--- src/rtl/char_buf_arbiter.sv ---
// char_buf_arbiter
// Shares one single-port character RAM between four clients: the display
// fetch path, a bus write port, a bus read port and an optional clear engine.
// Exactly one access is granted per cycle, with fixed priority
// display > write > read > clear, decided combinationally from the requests
// present in that cycle.
//
// Optional feature: define CHARBUF_CLEAR_EN to build the clear engine (an
// IDLE/CLEAR/DONE sweep that fills every valid entry with one character).
// Without it, clr_busy_o/clr_done_o are tied low and clr_start_i/clr_char_i
// are ignored.
//
// Ports
//   clk_i, rst_i                  clock, synchronous active-high reset
//   disp_req_i, disp_addr_i       display fetch request/address
//   disp_data_o, disp_valid_o     display character, valid one cycle after grant
//   wr_req_i, wr_addr_i,
//   wr_data_i, wr_ack_o           bus write; ack is the grant cycle itself
//   rd_req_i, rd_addr_i,
//   rd_data_o, rd_valid_o         bus read; valid two cycles after grant
//   clr_start_i, clr_char_i,
//   clr_busy_o, clr_done_o        clear engine control/status
//   mem_en_o, mem_we_o, mem_addr_o,
//   mem_wdata_o, mem_rdata_i      single-port RAM, 1-cycle read latency
module char_buf_arbiter #(
  parameter int ADDR_W = 12,
  parameter int DATA_W = 8,
  parameter int DEPTH  = 2400
) (
  input  logic              clk_i,
  input  logic              rst_i,
  input  logic              disp_req_i,
  input  logic [ADDR_W-1:0] disp_addr_i,
  output logic [DATA_W-1:0] disp_data_o,
  output logic              disp_valid_o,
  input  logic              wr_req_i,
  input  logic [ADDR_W-1:0] wr_addr_i,
  input  logic [DATA_W-1:0] wr_data_i,
  output logic              wr_ack_o,
  input  logic              rd_req_i,
  input  logic [ADDR_W-1:0] rd_addr_i,
  output logic [DATA_W-1:0] rd_data_o,
  output logic              rd_valid_o,
  input  logic              clr_start_i,
  input  logic [DATA_W-1:0] clr_char_i,
  output logic              clr_busy_o,
  output logic              clr_done_o,
  output logic              mem_en_o,
  output logic              mem_we_o,
  output logic [ADDR_W-1:0] mem_addr_o,
  output logic [DATA_W-1:0] mem_wdata_o,
  input  logic [DATA_W-1:0] mem_rdata_i
);

  localparam logic [ADDR_W-1:0] LAST_ADDR = ADDR_W'(DEPTH - 1);

  function automatic logic in_range(input logic [ADDR_W-1:0] addr);
    return addr <= LAST_ADDR;
  endfunction

  logic              disp_gnt;
  logic              wr_gnt;
  logic              rd_gnt;
  logic              clr_gnt;
  logic              rd_busy;
  logic              clr_req;
  logic [ADDR_W-1:0] clr_cnt;
  logic [DATA_W-1:0] clr_char;

  logic              disp_vld_p1;
  logic              disp_hit_p1;
  logic              rd_vld_p1;
  logic              rd_hit_p1;

  // A read stays outstanding until its rd_valid_o cycle; the requester still
  // holds rd_req_i during that cycle, so it must not be granted again there.
  assign rd_busy = rd_vld_p1 | rd_valid_o;

  // ---- stage p0: grant and RAM command ----
  always_comb begin
    disp_gnt = ~rst_i & disp_req_i;
    wr_gnt   = ~rst_i & ~disp_req_i & wr_req_i;
    rd_gnt   = ~rst_i & ~disp_req_i & ~wr_req_i & rd_req_i & ~rd_busy;
    // A read held off by an outstanding read does not block the sweep.
    clr_gnt  = ~rst_i & ~disp_req_i & ~wr_req_i & ~(rd_req_i & ~rd_busy) & clr_req;

    mem_en_o    = 1'b0;
    mem_we_o    = 1'b0;
    mem_addr_o  = '0;
    mem_wdata_o = '0;
    if (disp_gnt) begin
      mem_en_o   = in_range(disp_addr_i);
      mem_addr_o = disp_addr_i;
    end else if (wr_gnt) begin
      mem_en_o    = in_range(wr_addr_i);
      mem_we_o    = in_range(wr_addr_i);
      mem_addr_o  = wr_addr_i;
      mem_wdata_o = wr_data_i;
    end else if (rd_gnt) begin
      mem_en_o   = in_range(rd_addr_i);
      mem_addr_o = rd_addr_i;
    end else if (clr_gnt) begin
      mem_en_o    = 1'b1;
      mem_we_o    = 1'b1;
      mem_addr_o  = clr_cnt;
      mem_wdata_o = clr_char;
    end
  end

  assign wr_ack_o = wr_gnt;

  // ---- stage p1: RAM data returns; display result, read capture ----
  always_ff @(posedge clk_i) begin
    if (rst_i) begin
      disp_vld_p1 <= 1'b0;
      disp_hit_p1 <= 1'b0;
      rd_vld_p1   <= 1'b0;
      rd_hit_p1   <= 1'b0;
      rd_valid_o  <= 1'b0;
      rd_data_o   <= '0;
    end else begin
      disp_vld_p1 <= disp_gnt;
      disp_hit_p1 <= disp_gnt & in_range(disp_addr_i);
      rd_vld_p1   <= rd_gnt;
      rd_hit_p1   <= rd_gnt & in_range(rd_addr_i);
      rd_valid_o  <= rd_vld_p1;
      if (rd_vld_p1) begin
        rd_data_o <= rd_hit_p1 ? mem_rdata_i : '0;
      end
    end
  end

  assign disp_valid_o = disp_vld_p1;
  assign disp_data_o  = disp_hit_p1 ? mem_rdata_i : '0;

`ifdef CHARBUF_CLEAR_EN
  typedef enum logic [1:0] {IDLE, CLEAR, DONE} clr_state_t;

  clr_state_t clr_state;

  always_ff @(posedge clk_i) begin
    if (rst_i) begin
      clr_state  <= IDLE;
      clr_cnt    <= '0;
      clr_busy_o <= 1'b0;
      clr_done_o <= 1'b0;
    end else begin
      case (clr_state)
        IDLE: begin
          clr_done_o <= 1'b0;
          if (clr_start_i) begin
            clr_state  <= CLEAR;
            clr_cnt    <= '0;
            clr_busy_o <= 1'b1;
          end
        end
        CLEAR: begin
          // Counter only moves on a granted slot, so the sweep simply stalls
          // behind higher-priority traffic and stops at the last valid entry.
          if (clr_gnt) begin
            if (clr_cnt == LAST_ADDR) begin
              clr_state  <= DONE;
              clr_done_o <= 1'b1;
            end else begin
              clr_cnt <= clr_cnt + ADDR_W'(1);
            end
          end
        end
        DONE: begin
          clr_state  <= IDLE;
          clr_busy_o <= 1'b0;
          clr_done_o <= 1'b0;
        end
        default: begin
          clr_state  <= IDLE;
          clr_busy_o <= 1'b0;
          clr_done_o <= 1'b0;
        end
      endcase
    end
  end

  // Fill character is pure data, captured when a sweep is accepted.
  always_ff @(posedge clk_i) begin
    if (clr_state == IDLE && clr_start_i) begin
      clr_char <= clr_char_i;
    end
  end

  assign clr_req = (clr_state == CLEAR);
`else
  logic unused_clr;

  assign unused_clr = ^{clr_start_i, clr_char_i};
  assign clr_req    = 1'b0;
  assign clr_cnt    = '0;
  assign clr_char   = '0;
  assign clr_busy_o = 1'b0;
  assign clr_done_o = 1'b0;
`endif

endmodule

--- config.mk ---
export PLATFORM = sky130hd
export DESIGN_NAME = char_buf_arbiter
export DESIGN_NICKNAME = d
export VERILOG_FILES = /design/src/rtl/char_buf_arbiter.sv
export SDC_FILE = /design/constraint.sdc
export NUM_CORES = 1
export LEC_CHECK = 0
export CORE_ASPECT_RATIO = 0.9
export CORE_UTILIZATION = 26
export DETAILED_ROUTE_END_ITERATION = 8
export PLACE_DENSITY = 0.76
export SLEW_MARGIN = 20
export SYNTH_ARGS = -nofsm -noshare
export SYNTH_HDL_FRONTEND = slang
export SYNTH_SLANG_ARGS = --single-unit
--- constraint.sdc ---
create_clock -name clk_i -period 1.3 [get_ports clk_i]
set_input_delay 0.195 -clock clk_i [delete_from_list [all_inputs] [get_ports clk_i]]
set_output_delay 0.195 -clock clk_i [all_outputs]
set_load 0.01 [all_outputs]
======== After elaboration in Yosys (flattened, before gate mapping) ========
Index checks and enable logic that the tools add are counted.
operators by class
  order comparisons ....................... 3
  muxes and demuxes ....................... 12
  bitwise operators ....................... 13
operator list
  cell                  number
  $le 12x12->1 const B  3
  $mux 12               3
  $mux 8                4
  $and 1x1->1           8
  $mux 1                5
  $not 1->1             4
  $or 1x1->1            1
storage, ports and cells
  flip-flop bits (word level) ............. 13
  input port bits ......................... 66
  logic and storage cells ................. 34

======== Longest topological paths before layout ========
Gate-level depths: netlist of the first run.
  depth in word-level cells ............... 8
  mapped depth ............................ 5

======== Least setup slack after synthesis of the first run ========
No wires, ideal clock.
  path type ............................... register to output
  from .................................... register rd_valid_o
  to ...................................... output mem_addr_o[1]
  data arrival time ....................... 1.039 ns
  required time ........................... 1.105 ns
  setup slack ............................. 0.066 ns
  stages on the path, launching flop included .. 5
  path through ............................ dfxtp_1 -> nor4_2 -> nand3b_1 -> buf_6 -> o21ai_1
between the ends
  word-level cells in the longest chain between the ends .. 6
ends and longest elaborated chain
  what                    line  RTL
  start, declared         43    output logic rd_valid_o,
  start signal, assigned  126   rd_valid_o <= rd_vld_p1;
  $or 1x1->1              77    assign rd_busy = rd_vld_p1 | rd_valid_o;
  $not 1->1               -
  $and 1x1->1             83    rd_gnt = ~rst_i & ~disp_req_i & ~wr_req_i & rd_req_i & ~rd_busy;
  $mux 12                 99    end else if (rd_gnt) begin
  $mux 12                 94    end else if (wr_gnt) begin
  $mux 12                 91    if (disp_gnt) begin
  end, declared           50    output logic [ADDR_W-1:0] mem_addr_o,
Every way passes these cells.

======== Worst setup path after layout of the first run ========
  from .................................... register rd_valid_o
  to ...................................... output mem_en_o
between the ends
  word-level cells in the longest chain between the ends .. 6
ends and longest elaborated chain
  what           line  RTL
  $or 1x1->1     77
  $not 1->1      -
  $and 1x1->1    83
  $mux 1         99
  $mux 1         94
  $mux 1         91
  end, declared  48    output logic mem_en_o,
Every way passes these cells.

==> impl_metrics.toml, run 1 <==
[final_layout]
layout_commonest_cell = "clkdlybuf4s50_1"
layout_common_cells = "45 x clkdlybuf4s50_1, 24 x buf_2, 23 x dlygate4sd2_1"
finish.utilization_pct = 65.6
drive_gt1_share_pct = 31.9
n_antenna_cell = 0
fin_nets = 305
syn_to_final_growth_pct = 132

[worst_hold_path]
hold_depth = 3
hp-class = "primary input to flop"

[synth]
yosys.cell_types.count = 24
synthCells = 118
ys.warnings.count = 0
syn-cell-area_um2 = 893
synth_top_area_cell = "dfxtp_1"
yosysSeqAreaShare_pct = 29.1
syn_avg_cell_area_um2 = 7.57
yosys.area.top_type_share_pct = 29.1
ys_ff_latch = 13
ys_top_cells_by_area = "dfxtp_1 29%, and2_1 12%, a22oi_1 10%, a21oi_1 5.6%, nand2b_1 5.6%"

[setup_path]
startpoint = "rd_valid_o$_SDFF_PP0_"
cp_cell_sequence = "nor4_4 > nand3b_1 > buf_6 > inv_2 > a211o_1 > buf_2"
critPathCapture = "mem_en_o"
end_kind = "output port"
r2r-end = "rd_hit_p1$_SDFF_PP0_"
crit_slowest_cell = "dfxtp_2"
crit_path_start_kind = "flop"
critPathArrivalTime_ns = 1.40
required_ns = 1.11
r2r_slack_ns = 0.15
worstRegToRegCells = 6
r2r-start = "rd_valid_o$_SDFF_PP0_"
worstSetupPathType = "flop to output port"
slowest_delay_ns = 0.35
cp_max_fo = 7

[sta]
worst_slack_ns = -0.299
finalSetupViolCount = 17
setup_tns_ns = -2.99
fmax_ghz = 0.625
slew_viol_final = 0
hold_slack_ns = 0.371
hold_viol_final = 0
period_needed_ns = 1.60
period_share_pct = 123
clock_skew_ns = 0.000892
rsz0062_at_grt = "yes"

[routing]
via_count = 1313
drtAntennaViolNets = 0
drc = 0
dr.pass1.iters = 4
wl_per_cell_um = 13.6
routed_wl_um = 3820
viasPerCell = 4.69
dr.first_iter.drc_count = 34

[global_routing]
grtUsageTotal_pct = 20.6
grt_max_degree = 18
antenna_found_initial = 0
overflow = 0
grt_pass1_wl_um = 5900
grt_pass1_vias = 1269

[die]
core-area_mm2 = 0.00316
rows = 19
dieArea_mm2 = 0.00367
die_h_um = 57.6
ios = 109
start_util_pct = 28.3
die_w_um = 63.8

[placed_design]
gp_congestion = 0.712
preCtsSetupSlack_ns = -0.896
port-buffer-count = 97
hpwl_um = 2850

[run_status]
status = "complete, but fails checks"
violations = "negative setup slack"

[power]
worst_ir_drop_vdd_uv = 581
power.leakage_nw = 1.05
report.power.total_w = 0.00121
cellPowerDensity_mw_per_mm2 = 583

[flow_run]
cap_viol_max_count = 0

[clocking]
clk_path_buf_depth = 2
htreeDepth = 1
cts_sinks = 13
worstSkewPairLatency_ns = 0.24
cts_tree = "done"
cts_root_buf = "clkbuf_8"
cts_buffers = 3
postCtsHoldBufs = 0
clk_pin_slew_worst_paths_ns = 0.05
==> cell type report <==
class | instances | area [um2]
clock inverter | 1 | 5.00
timing repair buffer | 124 | 1080
sequential | 13 | 263
fill | 264 | 1090
clock buffer | 3 | 41.3
tap | 42 | 52.6
multi-input combinational | 84 | 588
inverter | 13 | 48.8
==> flip-flops by register name (all words and copies together), names as in the netlist <==
| signal | flops |
|---|---|
| rd_data_o | 8 |
| disp_hit_p1 | 1 |
| disp_valid_o | 1 |
| rd_hit_p1 | 1 |
| rd_valid_o | 1 |
| rd_vld_p1 | 1 |
==> worst min-delay path by stage <==
stage	to	slack, ns	startpoint
floorplan	rd_data_o[0]$_SDFFE_PP0P_	0.36	mem_rdata_i[0]
global placement	rd_data_o[1]$_SDFFE_PP0P_	0.45	rd_data_o[1]$_SDFFE_PP0P_
detailed placement	rd_data_o[2]$_SDFFE_PP0P_	0.46	rd_data_o[2]$_SDFFE_PP0P_
CTS	rd_data_o[2]$_SDFFE_PP0P_	0.47	rd_data_o[2]$_SDFFE_PP0P_
global route	disp_valid_o$_SDFF_PP0_	0.37	disp_req_i
finish	disp_valid_o$_SDFF_PP0_	0.37	disp_req_i
==> routing by layer <==
layer	GRT usage [%]	part of all wire [%]
met5	0	0
met1	21.9	39
met3	4.33	5.2
met4	7.79	2.3
met2	40.0	53
==> metrics by stage <==
step,cell area (um2),instances
5_1_grt,2070,280
6_report,2070,280
4_1_cts,2080,279
3_5_place_dp,2010,267
2_1_floorplan,897,119
3_3_place_gp,2010,267
==> critical path: cells and delay by family (launching register included) <==
family / cells / cell delay [ns]
buffers and inverters: 3 / 0.36
flip-flops: 1 / 0.35
AO/OA/AOI/OAI: 1 / 0.25
AND/OR/NAND/NOR: 2 / 0.20
==> cells in the mapped netlist <==
library cell	instances
nor2b_4	1
nor3b_2	1
nand3b_1	1
nand2b_1	8
buf_6	1
a22oi_1	12
a211o_1	2
dfxtp_1	13
and3_1	1
buf_2	4
inv_1	13
conb_1	1
nand3_1	8
o211a_1	2
o21ai_0	5
o21ai_1	8
a21oi_1	10
o21ai_2	2
and2_1	17
buf_4	3
nor2b_1	1
nand2_1	2
nor4_2	1
clkbuf_1	1
==> kinds of logic after synthesis <==
group                  count (synthesis)  synth area share (%)
AOI/OAI and AO/OA                     41                  29.1
DFF                                   13                  29.1
buffers and inverters                 22                  11.9
and+or+nand+nor                       41                  29.4
other                                  1                 0.420
==> repair_timing <==
action,in CTS,in global routing
setup endpoints to repair,41,25
gates cloned,2,0
buffers inserted,6,3
gates resized for setup,134,28
pin swaps,7,5
==> where the power goes <==
| group | leakage [nW] | internal, W | switching [W] |
|---|---|---|---|
| Clock | 0.0255 | 0.000212 | 0.000143 |
| Combinational | 0.923 | 0.000275 | 0.000169 |
| Sequential | 0.106 | 0.000405 | 0.00000545 |
| Total | 1.05 | 0.000892 | 0.000317 |
Note: power is estimated with default switching activity, not from simulation.
==> inputs of run 2 (changes only) <==
CORE_UTILIZATION = 28   (was 26)
PLACE_DENSITY = 0.81   (was 0.76)
clock period = 2 ns   (was 1.3 ns; I/O delays follow)
==> run 2 against run 1 <==
  * The run now ends clean
  * Via count shrank 3.5%
  * Count of clock-buffer cells in the layout is the same
  * Clock skew grew 0.0037 ns
  * Clock power shrank 55%
  * Die area shrank 6.9%
  * Flip-flop and latch count is the same
  * Largest cell class unchanged
==> impl_metrics.toml, run 2 (synthesis results as in run 1) <==
[setup_path]
startpoint = "disp_req_i"
crit_slowest_cell = "clkdlybuf4s50_1"
slowest_delay_ns = 0.55
crit_path_start_kind = "primary input"
critPathArrivalTime_ns = 1.65
cp.depth = 5
cp_cell_sequence = "dlygate4sd2_1 > nor3b_4 > buf_6 > o211a_1 > clkdlybuf4s50_1"
r2r-start = "rd_valid_o$_SDFF_PP0_"
cp_max_fo = 3
end_kind = "output port"
r2r-end = "rd_hit_p1$_SDFF_PP0_"
path_buf_inv = 3
worstSetupPathType = "primary input to output port"
required_ns = 1.70
worstRegToRegCells = 6
cpLargestDelayFamily = "buffers and inverters"
r2r_slack_ns = 0.85

[clocking]
clk_path_buf_depth = 2
cts_buffers = 3
cts_tree = "done"
cts_sinks = 13
postCtsHoldBufs = 0
worstSkewPairLatency_ns = 0.27
htreeDepth = 1
cts_root_buf = "clkbuf_4"
clk_pin_slew_worst_paths_ns = 0.08

[routing]
drtAntennaViolNets = 0
dr.first_iter.drc_count = 20
wl_per_cell_um = 13.3
routed_wl_um = 3560
viasPerCell = 4.75
drc = 0
via_count = 1267
dr.pass1.iters = 6

[final_layout]
drive_gt1_share_pct = 10.7
top_register = "rd_data_o"
n_antenna_cell = 0
fin_nets = 292
syn_to_final_growth_pct = 122
layout_common_cells = "73 x clkdlybuf4s50_1, 22 x dlygate4sd2_1, 17 x and2_1"
final_cells = 267
layout_commonest_cell = "clkdlybuf4s50_1"
largest_reg_flops = 8

[placed_design]
gp_congestion = 0.764
port-buffer-count = 97
hpwl_um = 2860
dpl.cell_count = 260
preCtsSetupSlack_ns = -0.437

[worst_hold_path]
hp-class = "flop to flop"
worstHoldStart = "rd_data_o[1]$_SDFFE_PP0P_"
hold_depth = 2
holdPathEnd = "rd_data_o[1]$_SDFFE_PP0P_"

[power]
worst_ir_drop_vdd_uv = 281
power.leakage_nw = 0.895
sequentialPowerShare_pct = 38.4
cellPowerDensity_mw_per_mm2 = 348
pwr-share-clk_pct = 23.0
sw_frac_of_total_pct = 26.5
internal_power_w = 0.000508
combPwrFrac_pct = 38.6
p_switching_w = 0.000184

[die]
die_w_um = 61.5
ios = 109
die_h_um = 55.6
core-area_mm2 = 0.00304
rows = 19
dieArea_mm2 = 0.00342
start_util_pct = 29.4

[global_routing]
grtUsageTotal_pct = 21.3
antenna_found_initial = 0
grt_max_degree = 18
overflow = 0
grt_pass1_wl_um = 5530
grt_pass1_vias = 1265

[sta]
period_needed_ns = 1.95
worst_slack_ns = 0.0531
slew_viol_final = 0
fmax_ghz = 0.514
period_share_pct = 97.3
finalSetupViolCount = 0
clock_skew_ns = 0.00460
setup_tns_ns = 0
hold_viol_final = 0

[run_status]
status = "complete, no violations"

[flow_run]
cap_viol_max_count = 0
[run 2: worst max path at each step]
stage                                 to  slack (ns)
after floorplan            mem_addr_o[1]        0.65
after global placement          mem_en_o       -0.36
after detailed placement   mem_addr_o[0]       -0.44
after CTS                       mem_we_o       0.005
after global routing      mem_wdata_o[0]     -0.0004
final                           mem_we_o        0.05
[run 2: tightest hold or removal path, delay by kind of cell (launching register included)]
family	cells	cell delay, ns
flip-flops	1	0.32
AND/OR/NAND/NOR	1	0.06
AO/OA/AOI/OAI	1	0.05
[run 2: power groups by stage]
| stage | combinational [W] | clock [W] | sequential [W] |
|---|---|---|---|
| 3_3_place_gp | 0.000271 | 0 | 0.000272 |
| 3_5_place_dp | 0.000277 | 0 | 0.000272 |
| 6_report | 0.000267 | 0.000159 | 0.000266 |
| 5_1_grt | 0.000288 | 0.000178 | 0.000267 |
| 4_1_cts | 0.000266 | 0.000164 | 0.000266 |
| 2_1_floorplan | 0.0000807 | 0 | 0.000271 |
[run 2: metal layers]
layer	track usage (%)	vias up	part of all wire [%]
li1	-	616	-
met1	22.8	587	39
met2	39.8	54	54
met3	4.65	10	5.2
met4	6.35	0	2.2
met5	0	-	0
[run 2: layout make-up]
cell class	instances	area, um2
clock inverter	1	5.00
multi-input combinational	84	537
fill	284	1060
inverter	13	48.8
timing repair buffer	111	1060
clock buffer	3	22.5
sequential	13	260
tap	42	52.6
[run 2: what timing repair did]
item                                    in CTS  in global routing
cloned                                       1                  0
setup buffers                                1                  1
resized for setup                           31                  3
pin swaps                                    0                  1
endpoints found under the setup margin      23                 11
[run 2: metrics by stage]
step / power (W) / cell area (um2) / hold slack [ns] / utilization [%]
after floorplan: 0.000352 / 897 / 0.465 / -
after global placement: 0.000543 / 1950 / 0.454 / 63.9
after detailed placement: 0.000549 / 1950 / 0.460 / 63.9
after CTS: 0.000696 / 1980 / 0.474 / 65.0
after global routing: 0.000732 / 1990 / 0.489 / 65.3
final: 0.000692 / 1990 / 0.469 / 65.3
==> inputs of run 3 (changes only) <==
CORE_UTILIZATION = 26   (was 28)
PLACE_DENSITY = 0.76   (was 0.81)
clock period = 2.2 ns   (was 2 ns; I/O delays follow)
==> run 3 against run 2 <==
  * Core utilization is 0.79 points higher
  * Total power is 3.3% higher
  * Clock skew is 0.0023 ns higher
  * Via count is 2.0% higher
  * Clock power is 35% higher
  * Combinational power is 3% lower
  * Sequential share of layout area is 0.64 points lower
  * Critical path type unchanged
  * Largest power group unchanged
==> impl_metrics.toml, run 3 (synthesis results as in run 1) <==
[worst_hold_path]
worstHoldStart = "rd_data_o[4]$_SDFFE_PP0P_"
hp-class = "flop to flop"
hold_depth = 2

[power]
power.leakage_nw = 0.949
report.power.total_w = 0.000715
internal_power_w = 0.000533
pwr-share-clk_pct = 29.9
cellPowerDensity_mw_per_mm2 = 342
sequentialPowerShare_pct = 33.9
combPwrFrac_pct = 36.2
p_switching_w = 0.000182
worst_ir_drop_vdd_uv = 269
sw_frac_of_total_pct = 25.4

[final_layout]
fin_nets = 301
final_cells = 276
multi_input_area_um2 = 567
largest_reg_flops = 8
top_register = "rd_data_o"
fillers = 287
finish.utilization_pct = 66.1
drive_gt1_share_pct = 17.1
syn_to_final_growth_pct = 134
layout_common_cells = "71 x clkdlybuf4s50_1, 20 x buf_4, 17 x and2_1"
ff_latch_area_um2 = 260
n_antenna_cell = 0
finalInstanceArea_mm2 = 0.00209
layout_commonest_cell = "clkdlybuf4s50_1"

[setup_path]
cp_max_fo = 5
worstSetupPathType = "primary input to output port"
slowest_delay_ns = 0.30
startpoint = "rst_i"
cp_cell_sequence = "dlygate4sd2_1 > nor3b_4 > buf_4 > buf_4 > buf_4 > a22oi_2 > o21ai_1 > clkdlybuf4s15_1"
worstRegToRegCells = 6
crit_top_cell = "buf_4"
crit_path_start_kind = "primary input"
end_kind = "output port"
crit_slowest_cell = "dlygate4sd2_1"
r2r-start = "rd_valid_o$_SDFF_PP0_"
critPathArrivalTime_ns = 1.69
r2r_slack_ns = 1.04
required_ns = 1.87

[die]
die_h_um = 57.6
start_util_pct = 28.3
ios = 109
core-area_mm2 = 0.00316
die_w_um = 63.8
dieArea_mm2 = 0.00367
rows = 19

[placed_design]
port-buffer-count = 97
placedInstanceArea_mm2 = 0.00196
dpl.cell_count = 262
gp_congestion = 0.748
hpwl_um = 2860

[sta]
period_needed_ns = 2.02
hold_slack_ns = 0.467
hold_viol_final = 0
period_share_pct = 91.8
clock_skew_ns = 0.00691
slew_viol_final = 0
finalSetupViolCount = 0
rsz0062_at_grt = "no"
fmax_ghz = 0.495

[global_routing]
grtUsageTotal_pct = 20.9
grt_pass1_vias = 1320
grt_pass1_wl_um = 6070
grt_max_degree = 18
overflow = 0
antenna_found_initial = 0

[routing]
via_count = 1292
routed_wl_um = 3680
wl_per_cell_um = 13.3
viasPerCell = 4.68
drtAntennaViolNets = 0
dr.first_iter.drc_count = 59
drc = 0
dr.pass1.iters = 4

[run_status]
status = "complete, no violations"

[clocking]
postCtsHoldBufs = 0
cts_sinks = 13
clk_pin_slew_worst_paths_ns = 0.06
clk_path_buf_depth = 2
cts_root_buf = "clkbuf_8"
cts_buffers = 3
worstSkewPairLatency_ns = 0.25
htreeDepth = 1
cts_tree = "done"

[flow_run]
cap_viol_max_count = 0
run 3: repair_timing:
action / CTS / global route
gates resized for setup: 42 / 10
endpoints found under the setup margin: 23 / 13
hold endpoints to repair: 0 / 0
pin swaps: 0 / 0
cloned: 3 / 0
buffers inserted: 6 / 1
run 3: per-stage QoR:
stage               TNS, ns  worst slack [ns]
floorplan                 0             0.787
global placement      -3.05            -0.227
detailed placement    -3.79            -0.288
CTS                  -0.139           -0.0670
global route              0            0.0969
finish                    0             0.180
run 3: layout make-up:
type,instances,share of cell area (%)
repair buffers,120,53.4
well taps,42,2.51
clock buffers,4,2.16
multi-input cells,84,27.1
inverters,13,2.34
flip-flops and latches,13,12.5
run 3: power by group through the flow:
stage	logic [W]	registers [W]	clock network, W
2_1_floorplan	0.0000734	0.000247	0
6_report	0.000259	0.000242	0.000214
3_3_place_gp	0.000249	0.000247	0
4_1_cts	0.000256	0.000242	0.000218
3_5_place_dp	0.000255	0.000247	0
5_1_grt	0.000278	0.000243	0.000230
run 3: worst max-delay path, delay by kind of cell:
family | cells | cell delay [ns]
buf+inv | 5 | 0.94
compound gates | 2 | 0.16
simple gates | 1 | 0.26
run 3: routing by layer:
| layer | track usage (%) | wire, um | vias up |
|---|---|---|---|
| li1 | - | - | 635 |
| met2 | 39.5 | 1920 | 56 |
| met5 | 0 | 0 | - |
| met4 | 7.14 | 97 | 0 |
| met3 | 4.53 | 202 | 11 |
| met1 | 23.2 | 1470 | 590 |
run 3: worst paths after layout:
| path | endpoint |
|---|---|
| max reg2reg | rd_hit_p1$_SDFF_PP0_ |
| min | rd_data_o[4]$_SDFFE_PP0P_ |
| max | mem_addr_o[9] |
| min reg2reg | rd_data_o[4]$_SDFFE_PP0P_ |
